[src/rtl/instruction_cache_pkg.sv]
`default_nettype none
// +------------------------------------------------------------------+
// | icache_pkg                                                       |
// | Shared types and constants for the direct-mapped instruction     |
// | cache: controller state encoding, line geometry and block        |
// | address helper.                                                  |
// | Revision: 1.0 - initial release                                  |
// +------------------------------------------------------------------+
package icache_pkg;

  typedef enum logic [1:0] {
    IDLE     = 2'd0,
    MEM_READ = 2'd1,
    UPDATE   = 2'd2
  } icache_state_t;

  localparam int LINE_BYTES   = 16;
  localparam int OFFSET_W     = 4;
  localparam int BLOCK_ADDR_W = 28;
  localparam int LINE_W       = LINE_BYTES * 8;

  // Block address of a byte address: drops the 16-byte line offset.
  function automatic logic [BLOCK_ADDR_W-1:0] block_addr(input logic [31:0] byte_addr);
    return byte_addr[31:OFFSET_W];
  endfunction

endpackage
`default_nettype wire

[src/rtl/instruction_cache_if.sv]
`default_nettype none
// +------------------------------------------------------------------+
// | icache_mem_if                                                    |
// | Block-read bus between the instruction cache (master) and the    |
// | instruction memory (slave).                                      |
// |   mem_read      master->slave  block-read request (level)        |
// |   mem_address   master->slave  28-bit block address              |
// |   mem_readdata  slave->master  128-bit line, byte i at [8i+7:8i] |
// |   mem_busywait  slave->master  busy; falls when data is valid    |
// | Revision: 1.0 - initial release                                  |
// +------------------------------------------------------------------+
interface icache_mem_if;
  import icache_pkg::*;

  logic                    mem_read;
  logic [BLOCK_ADDR_W-1:0] mem_address;
  logic [LINE_W-1:0]       mem_readdata;
  logic                    mem_busywait;

  modport master (
    output mem_read,
    output mem_address,
    input  mem_readdata,
    input  mem_busywait
  );

  modport slave (
    input  mem_read,
    input  mem_address,
    output mem_readdata,
    output mem_busywait
  );

endinterface
`default_nettype wire

[src/rtl/instruction_cache_line_store.sv]
`default_nettype none
// +------------------------------------------------------------------+
// | icache_line_store                                                |
// | Valid/tag/data arrays for the direct-mapped cache.               |
// |   clock, reset   clock; asynchronous active-high valid clear     |
// |   rd_index       combinational read port index                   |
// |   rd_valid/tag/data  contents of the indexed line                |
// |   wr_en, wr_index, wr_tag, wr_data  single synchronous write     |
// | Tag and data arrays are intentionally not reset.                 |
// | Revision: 1.0 - initial release                                  |
// +------------------------------------------------------------------+
module icache_line_store
  import icache_pkg::*;
#(
  parameter int NUM_LINES = 8,
  parameter int IDX_W     = $clog2(NUM_LINES),
  parameter int TAG_W     = BLOCK_ADDR_W - IDX_W
) (
  input  wire logic              clock,
  input  wire logic              reset,
  input  wire logic [IDX_W-1:0]  rd_index,
  output logic                   rd_valid,
  output logic [TAG_W-1:0]       rd_tag,
  output logic [LINE_W-1:0]      rd_data,
  input  wire logic              wr_en,
  input  wire logic [IDX_W-1:0]  wr_index,
  input  wire logic [TAG_W-1:0]  wr_tag,
  input  wire logic [LINE_W-1:0] wr_data
);

  logic [NUM_LINES-1:0] r_valid;
  logic [TAG_W-1:0]     r_tag  [NUM_LINES];
  logic [LINE_W-1:0]    r_data [NUM_LINES];

  always_ff @(posedge clock or posedge reset) begin
    if (reset) begin
      r_valid <= '0;
    end else if (wr_en) begin
      r_valid[wr_index] <= 1'b1;
    end
  end

  always_ff @(posedge clock) begin
    if (wr_en) begin
      r_tag[wr_index]  <= wr_tag;
      r_data[wr_index] <= wr_data;
    end
  end

  assign rd_valid = r_valid[rd_index];
  assign rd_tag   = r_tag[rd_index];
  assign rd_data  = r_data[rd_index];

endmodule
`default_nettype wire

[src/rtl/instruction_cache.sv]
`default_nettype none
// +------------------------------------------------------------------+
// | instruction_cache                                                |
// | Direct-mapped, read-only instruction cache between the fetch     |
// | stage and a block-read instruction memory. Hits complete in the  |
// | request cycle; misses stall, refill one 16-byte line, then hit.  |
// |   clock, reset      posedge clock; asynchronous active-high      |
// |   cpu_read          fetch request (level)                        |
// |   cpu_address       byte PC, bits [1:0] ignored                  |
// |   cpu_instruction   instruction of the addressed word            |
// |   cpu_busywait      stall to the fetch stage                     |
// |   mem               block-read bus (master side)                 |
// | Revision: 1.0 - initial release                                  |
// +------------------------------------------------------------------+
module instruction_cache
  import icache_pkg::*;
#(
  parameter int NUM_LINES = 8
) (
  input  wire logic        clock,
  input  wire logic        reset,
  input  wire logic        cpu_read,
  input  wire logic [31:0] cpu_address,
  output logic [31:0]      cpu_instruction,
  output logic             cpu_busywait,
  icache_mem_if.master     mem
);

  localparam int IDX_W = $clog2(NUM_LINES);
  localparam int TAG_W = BLOCK_ADDR_W - IDX_W;

  icache_state_t           r_state;
  logic                    r_seen_busy;
  logic                    r_mem_read;
  logic [BLOCK_ADDR_W-1:0] r_mem_address;

  logic [1:0]        w_word;
  logic [IDX_W-1:0]  w_index;
  logic [TAG_W-1:0]  w_tag;
  logic              w_line_valid;
  logic [TAG_W-1:0]  w_line_tag;
  logic [LINE_W-1:0] w_line_data;
  logic              w_hit;
  logic              w_wr_en;
  logic              w_unused_addr_bits;

  assign w_word             = cpu_address[3:2];
  assign w_index            = cpu_address[OFFSET_W +: IDX_W];
  assign w_tag              = cpu_address[31 -: TAG_W];
  assign w_unused_addr_bits = ^cpu_address[1:0];

  icache_line_store #(
    .NUM_LINES (NUM_LINES),
    .IDX_W     (IDX_W),
    .TAG_W     (TAG_W)
  ) u_line_store (
    .clock    (clock),
    .reset    (reset),
    .rd_index (w_index),
    .rd_valid (w_line_valid),
    .rd_tag   (w_line_tag),
    .rd_data  (w_line_data),
    .wr_en    (w_wr_en),
    .wr_index (w_index),
    .wr_tag   (w_tag),
    .wr_data  (mem.mem_readdata)
  );

  assign w_hit   = cpu_read & w_line_valid & (w_line_tag == w_tag);
  assign w_wr_en = (r_state == UPDATE);

  assign cpu_instruction = w_line_data[{w_word, 5'd0} +: 32];

  // Reset forces the stall low at once, even with cpu_read still high,
  // so an aborted refill never leaves the fetch stage stalled.
  always_comb begin
    cpu_busywait = 1'b1;
    case (r_state)
      IDLE:    cpu_busywait = cpu_read & ~w_hit;
      default: cpu_busywait = 1'b1;
    endcase
    if (reset) begin
      cpu_busywait = 1'b0;
    end
  end

  // The responder may take a cycle or more to raise busy after the
  // request, so a low busy only ends the transfer once busy was seen.
  always_ff @(posedge clock or posedge reset) begin
    if (reset) begin
      r_state       <= IDLE;
      r_seen_busy   <= 1'b0;
      r_mem_read    <= 1'b0;
      r_mem_address <= '0;
    end else begin
      case (r_state)
        IDLE: begin
          if (cpu_read && !w_hit) begin
            r_state       <= MEM_READ;
            r_mem_read    <= 1'b1;
            r_mem_address <= block_addr(cpu_address);
          end
        end
        MEM_READ: begin
          if (mem.mem_busywait) begin
            r_seen_busy <= 1'b1;
          end
          if (r_seen_busy && !mem.mem_busywait) begin
            r_state    <= UPDATE;
            r_mem_read <= 1'b0;
          end
        end
        UPDATE: begin
          r_state     <= IDLE;
          r_seen_busy <= 1'b0;
        end
        default: begin
          r_state     <= IDLE;
          r_seen_busy <= 1'b0;
          r_mem_read  <= 1'b0;
        end
      endcase
    end
  end

  assign mem.mem_read    = r_mem_read;
  assign mem.mem_address = r_mem_address;

endmodule
`default_nettype wire

[src/flat_wrapper.sv]
// flat-port wrapper written by rule: the top's interface ports become plain ports
module instruction_cache_flat import icache_pkg::*;
#(
  parameter int NUM_LINES = 8
)
  (clock, reset, cpu_read, cpu_address, cpu_instruction, cpu_busywait, mem_mem_read, mem_mem_address, mem_mem_readdata, mem_mem_busywait);
  icache_mem_if mem_i ();
  input  wire logic clock;
  input  wire logic reset;
  input  wire logic cpu_read;
  input  wire logic [31:0] cpu_address;
  output logic [31:0] cpu_instruction;
  output logic cpu_busywait;
  output wire logic [$bits(mem_i.mem_read)-1:0] mem_mem_read;
  output wire logic [$bits(mem_i.mem_address)-1:0] mem_mem_address;
  input wire logic [$bits(mem_i.mem_readdata)-1:0] mem_mem_readdata;
  input wire logic [$bits(mem_i.mem_busywait)-1:0] mem_mem_busywait;
  assign mem_mem_read = mem_i.mem_read;
  assign mem_mem_address = mem_i.mem_address;
  assign mem_i.mem_readdata = mem_mem_readdata;
  assign mem_i.mem_busywait = mem_mem_busywait;
  instruction_cache #(.NUM_LINES(NUM_LINES)) u_core (.clock(clock), .reset(reset), .cpu_read(cpu_read), .cpu_address(cpu_address), .cpu_instruction(cpu_instruction), .cpu_busywait(cpu_busywait), .mem(mem_i));
endmodule
[config.mk]
export PLATFORM = sky130hd
export DESIGN_NAME = instruction_cache_flat
export DESIGN_NICKNAME = d
export VERILOG_FILES = /design/src/rtl/instruction_cache_pkg.sv /design/src/rtl/instruction_cache_if.sv /design/src/rtl/instruction_cache_line_store.sv /design/src/rtl/instruction_cache.sv /design/src/flat_wrapper.sv
export SDC_FILE = /design/constraint.sdc
export NUM_CORES = 1
export LEC_CHECK = 0
export CORE_AREA = 5 5 379 381
export CTS_CLUSTER_SIZE = 16
export DETAILED_ROUTE_END_ITERATION = 8
export DIE_AREA = 0 0 384 386
export PLACE_DENSITY_LB_ADDON = 0.2
export SLEW_MARGIN = 10
export SYNTH_ARGS = -nofsm -noshare
export SYNTH_HDL_FRONTEND = slang
export SYNTH_SLANG_ARGS = --single-unit
export TNS_END_PERCENT = 10
[constraint.sdc]
create_clock -name clock -period 20.7 [get_ports clock]
set_clock_uncertainty 0.2 [all_clocks]
set_input_delay 2.07 -clock clock [delete_from_list [all_inputs] [get_ports clock]]
set_output_delay 2.07 -clock clock [all_outputs]
set_load 0.02 [all_outputs]
Word level (Yosys, flattened, before mapping)
Memories as Yosys holds them, arrays and structs flattened. Cells that the tools add are included.

Register bits after elaboration: 40. Output and inout port bits: 62. Memories: 2. Word-level logic and storage cells: 49. Bits in writable memories: 1224.

Memory list: u_core.u_line_store.r_data (words 8, bits a word 128, rd ports 1, clocked after memory_dff 0, write ports 1, RTL line instruction_cache_line_store.sv:33) `logic [LINE_W-1:0] r_data [NUM_LINES];`; u_core.u_line_store.r_tag (words 8, bits a word 25, rd ports 1, clocked after memory_dff 0, write ports 1, RTL line instruction_cache_line_store.sv:32) `logic [TAG_W-1:0] r_tag [NUM_LINES];`.

Bitwise gates (word level): 7. Eq/ne operators: 6. Reductions and logical operators: 10. Shift operators: 1. Mux-type cells: 16. Magnitude comparators: 2.

Operators by type and width (count): $shiftx 128x8->32 (1); $eq 25x25->1 (1); $mux 1 (9); $or 8x8->8 (1); $reduce_and 2->1 (3); $lt 3x4->1 const B (1); $mux 2 (2); $ne 2x1->1 const B (2); $pmux 2 s2 (1); $and 1x1->1 (3); $bmux 1 s3 (1); $demux 1 s3 (1); $ge 3x1->1 const B (1); $logic_and 1x1->1 (3); $not 1->1 (3); $pmux 1 s3 (1); $reduce_and 3->1 (1); $eq 2x1->1 const B (1); $eq 2x2->1 const B (1); $logic_not 1->1 (2); $logic_not 2->1 (1); $ne 2x2->1 const B (1); $pmux 1 s2 (1).

Longest topological paths before layout
Depth in word-level cells: 8. Depth in mapped cells: 15. Mapped depth without buffers: 8.

Cells and area by module
Synthesis repeated with hierarchy kept, for this count alone.

Cells, all modules: 1956. Area total of the unflattened synthesis: 48636.6 sq um.

By module, submodules not included: icache_line_store (cells an instance 1804, area each 46261.9 sq um, sequential area each 36955.4 sq um, times used 1); instruction_cache (cells an instance 152, area each 2374.8 sq um, sequential area each 800.8 sq um, times used 1).

Worst setup path before layout
No wires, ideal clock.

Path kind: input-to-reg. Start point: in cpu_address[4]. End point: reg u_core.u_line_store.r_valid[0]. Data required time: 20.369 ns. Stages on the path: 11. Slack: 5.443 ns. Data arrival time: 14.925 ns. Path through: buf_6 -> buf_6 -> buf_4 -> buf_2 -> buf_2 -> buf_2 -> buf_2 -> buf_4 -> buf_2 -> nor3_1 -> or2_2.

Longest elaborated chain between the ends: 5.

Ends and longest elaborated chain: from (decl) (RTL line flat_wrapper.sv:11) `input wire logic [31:0] cpu_address;`; $lt 3x4->1 (not written as such) or $ge 3x1->1 (tied branches) (RTL line instruction_cache_line_store.sv:39) `r_valid[wr_index] <= 1'b1;`; $logic_and 1x1->1 (not written as such) (RTL line instruction_cache_line_store.sv:39); $mux 1 (not written as such) (RTL line instruction_cache_line_store.sv:39); $demux 1 s3 (*) (RTL line instruction_cache_line_store.sv:39); $or 8x8->8 (no source line) (*); to (signal assigned) (RTL line instruction_cache_line_store.sv:37) `r_valid <= '0;`; to (signal, indexed assignment) (RTL line instruction_cache_line_store.sv:39); to (decl) (RTL line instruction_cache_line_store.sv:31) `logic [NUM_LINES-1:0] r_valid;`.

Mark *: on every way between the ends. The rest lies on a longest branch, timed or not. A chain may end at the register's enable or synchronous reset.

Final worst setup path
Start point: in cpu_address[5]. End point: out cpu_instruction[3].

Longest elaborated chain between the ends: 2.

Ends and longest elaborated chain: $mem_v2 8x128; $shiftx 128x8->32 (RTL line instruction_cache.sv:72) `assign cpu_instruction = w_line_data[{w_word, 5'd0} +: 32];`; to (decl) (RTL line flat_wrapper.sv:12) `output logic [31:0] cpu_instruction;`.

Every way passes these cells.

==> summary.md <==
| Metric | Value |
|---|---|
| Status | complete, but fails checks |
| Failing checks | max-capacitance violations, max-slew violations |
| Yosys warns | 0 |
| # IOs | 226 |
| CP Buf/Inv Count | 5 |
| Fin nets | 3100 |
| Crit path max-delay family | buffers and inverters |
| Largest net degree at the start of global routing | 112 |
| CTS buffer count | 135 |
| Fin. Hold Viols | 0 |
| DRC | 0 |
| Setup Buffers After CTS | 0 |
| Main area contributors after synthesis | edfxtp_1, mux2i_1, mux4_2 |
| CTS Root Cell | clkbuf_16 |
| Worst Min Path Start | u_core.u_line_store.r_valid[0]$_DFFE_PP0P_ |
| Worst hold margin | 0.267 ns |
| Clock tree buffer depth | 3 |
| Critical Path Stages | 9 |
| Hold path endpoint | u_core.u_line_store.r_valid[0]$_DFFE_PP0P_ |
| Hold Path Stages | 1 |
| Initial antenna violation count | 49 |
| Post-synth top cells | edfxtp_1, mux2i_1, a21oi_1 |
| Initial core utilization | 34.7% |
| CTS tree | yes |
| Post-Syn Nets | 2853 |
| Slew @ Worst Pin | 1.54 ns |
| Number of global-route vias before repair | 27174 |
| Cell total after placement | 4689 |
| Mapped Area | 0.0486 sq mm |
| Pins Over Slew Limit | 2 |
| FF-to-FF setup slack | 17.17 ns |
| Pre-Repair DR Iteration Count | 5 |
| Worst hold path class | flip-flop to flip-flop |
| Post-synth top area share | 75.6% |
| Global placer's final weighted congestion | 0.731 |
| H-tree levels | 4 |
| Worst-path cell chain | buf_8, buf_4, buf_4, and3_2, buf_4, a221oi_1, o2111a_1, o41ai_1, clkdlybuf4s50_1 |
| RSZ-0062 raised after global routing | no |
| Buffers on Ports | 223 |
| Vias | 26385 |
| Fill cells | 12596 |
| Minimum clock period after layout | 9.70 ns |
| Pwr per Cell Area | 100 mW/mm^2 |
| Hold Buf Count CTS | 0 |
| Register area share after synthesis | 77.7% |
| Setup Crit Path Kind | input port to output port |
| Worst setup EP type | output port |
| Worst setup SP type | input port |
| Die height | 386 um |
| Fin crit share | 46.9% |
| Gate Count Post-Synth | 2689 |
| Clock transition at path regs | 0.05 ns |
| Endpoints failing setup | 0 |
| Grt total ovfl | 0 |
| CP arrival | 7.43 ns |
| Resized Gates After CTS | 0 |
| Reg-to-Reg End | u_core.u_line_store.r_data[5][95]$_DFFE_PP_ |
| Top-count cell post-synth | edfxtp_1 |
| Worst Reg-to-Reg Cells | 4 |
| Relative slew slack | -3.86% |
| Layout Cells excl Fill | 4942 |
| Max incr delay on CP | 0.92 ns |
| First-pass GRT wire length | 196 mm |
| Setup_tns | 0 ns |
| Post-synth EDFFs | 1224 |
| Routed wire length | 138 mm |
| Synth Flop Type | edfxtp_1 |
| Worst vdd ir | 0.0000600 V |
| Std cell rows | 138 |
| Cell mode on critical path | buf_4 |
| Die Width | 384 um |
| Post-DP HPWL | 74.9 mm |
| Total GRT Usage | 18.3% |
| Area Overhead vs Synth | 17.8% |
| DIE AREA | 0.148 sq mm |
| Worst Path Max Fanout | 72 |
| Synthesis-stage register bit count | 1264 |
| Post-synth cell types | 60 |
| RR Startpoint | u_core.r_state[0]$_DFFE_PP0P_ |
| Antenna Nets Post-Route | 0 |
| Fraction of layout cells with a size suffix above 1 | 15.5% |
| Synth area leader | edfxtp_1 |
| Clock sink total | 1264 |
| Critical Path RT | 18.43 ns |
| Leakage | 18.3 nW |
| Asr flop ratio synth | 3.16% |
| Number of vias per cell | 5.34 |
| CP max stage cell | o41ai_1 |
| Max-cap violations | 1 |
| Wire length per cell | 27.9 um |
| Core area | 0.140 sq mm |
| Average cell area after synthesis | 18.1 sq um |
| FMAX | 0.103 GHz |
| 1st-iter DRT viols | 2227 |
| Worst-Skew Late Latency | 0.75 ns |
-- state kept, by name (all words and copies together), names as in the netlist --
signal	cells
u_core.u_line_store.r_tag	200
u_core.mem.mem_address	28
u_core.u_line_store.r_valid	8
u_core.mem.mem_read	1
u_core.r_state	2
u_core.r_seen_busy	1
u_core.u_line_store.r_data	1024
-- layer usage --
| layer | GRT usage (%) | up-vias | part of all wire (%) |
|---|---|---|---|
| met4 | 4.97 | 30 | 1.9 |
| met1 | 23.6 | 13888 | 41 |
| met5 | 0 | - | 0.14 |
| met3 | 5.25 | 195 | 7.4 |
| li1 | - | 11467 | - |
| met2 | 30.5 | 805 | 49 |
-- cell usage in the layout, fill, tap and decap left out, types with 12 or more instances in the layout --
cell type | synthesis | routed
edfxtp_1 | 1224 | 1224
clkdlybuf4s50_1 | 0 | 218
mux2i_1 | 166 | 166
clkbuf_16 | 0 | 135
a21oi_1 | 132 | 132
nand2_1 | 110 | 109
mux2_2 | 108 | 108
o21ai_0 | 106 | 106
a22oi_1 | 105 | 105
nor2_1 | 94 | 89
a221oi_1 | 78 | 78
mux4_2 | 67 | 67
buf_4 | 22 | 58
o211ai_1 | 42 | 42
dfrtp_1 | 40 | 40
clkbuf_1 | 107 | 30
clkinv_1 | 0 | 28
nand3_1 | 27 | 27
a22o_1 | 27 | 27
diode_2 | 0 | 16
clkinv_2 | 0 | 16
xnor2_1 | 15 | 15
a211oi_1 | 13 | 13
o22ai_1 | 12 | 12
o221ai_1 | 12 | 12
a222oi_1 | 12 | 12
-- power by group --
part / internal [mW] / switching (mW) / total, mW
Combinational: 0.215 / 0.308 / 0.523
Clock: 1.29 / 0.978 / 2.27
Sequential: 2.90 / 0.0333 / 2.93
Total: 4.41 / 1.32 / 5.73
-- final cells by class --
type                            instances  area (sq um)  share of cell area, %
Sequential cell                      1264         37800                   66.0
Clock inverter                         69           617                   1.08
Antenna cell                           16          40.0                 0.0700
Clock buffer                          168          3530                   6.17
Inverter                                3          11.3                 0.0197
Tap cell                             1890          2360                   4.13
Multi-Input combinational cell       1248         10100                   17.7
Timing Repair Buffer                  284          2750                   4.81
-- worst max path at each step --
stage                               from                                    endpoint  slack, ns
after detailed placement  cpu_address[5]                                cpu_busywait      11.11
after global routing      cpu_address[5]                                cpu_busywait      10.97
after floorplan           cpu_address[4]  u_core.u_line_store.r_valid[0]$_DFFE_PP0P_       5.44
after CTS                 cpu_address[5]                                cpu_busywait      11.10
after global placement    cpu_address[5]                                cpu_busywait      11.03
final                     cpu_address[5]                          cpu_instruction[3]      11.00
-- cells by family (layout without fill, tap and decap cells) --
family,Yosys count,after routing,share of synthesized area (%)
DFF,1264,1264,77.7
AOI/OAI and AO/OA,592,592,8.37
muxes,350,350,9.31
and+or+nand+nor,290,290,2.67
buffers and inverters,177,524,1.66
xor gates and xnor gates,16,16,0.288
other,0,16,0
-- worst reg2reg max path, cell delays in order, from the launching register on --
cell	delay (ns)
dfrtp_1	0.41
inv_1	0.25
and3_4	0.72
buf_4	0.71
buf_4	0.82
-- per-stage QoR --
stage | util (%) | area, sq um | power [mW] | worst slack, ns
after floorplan | - | 48600 | 3.27 | 5.44
after global placement | 37.8 | 53000 | 3.51 | 11.03
after global routing | 40.8 | 57200 | 5.94 | 10.97
after CTS | 40.8 | 57200 | 5.80 | 11.10
final | 40.8 | 57200 | 5.73 | 11.00
after detailed placement | 37.8 | 53000 | 3.52 | 11.11
(Power assumes the default switching activity.)
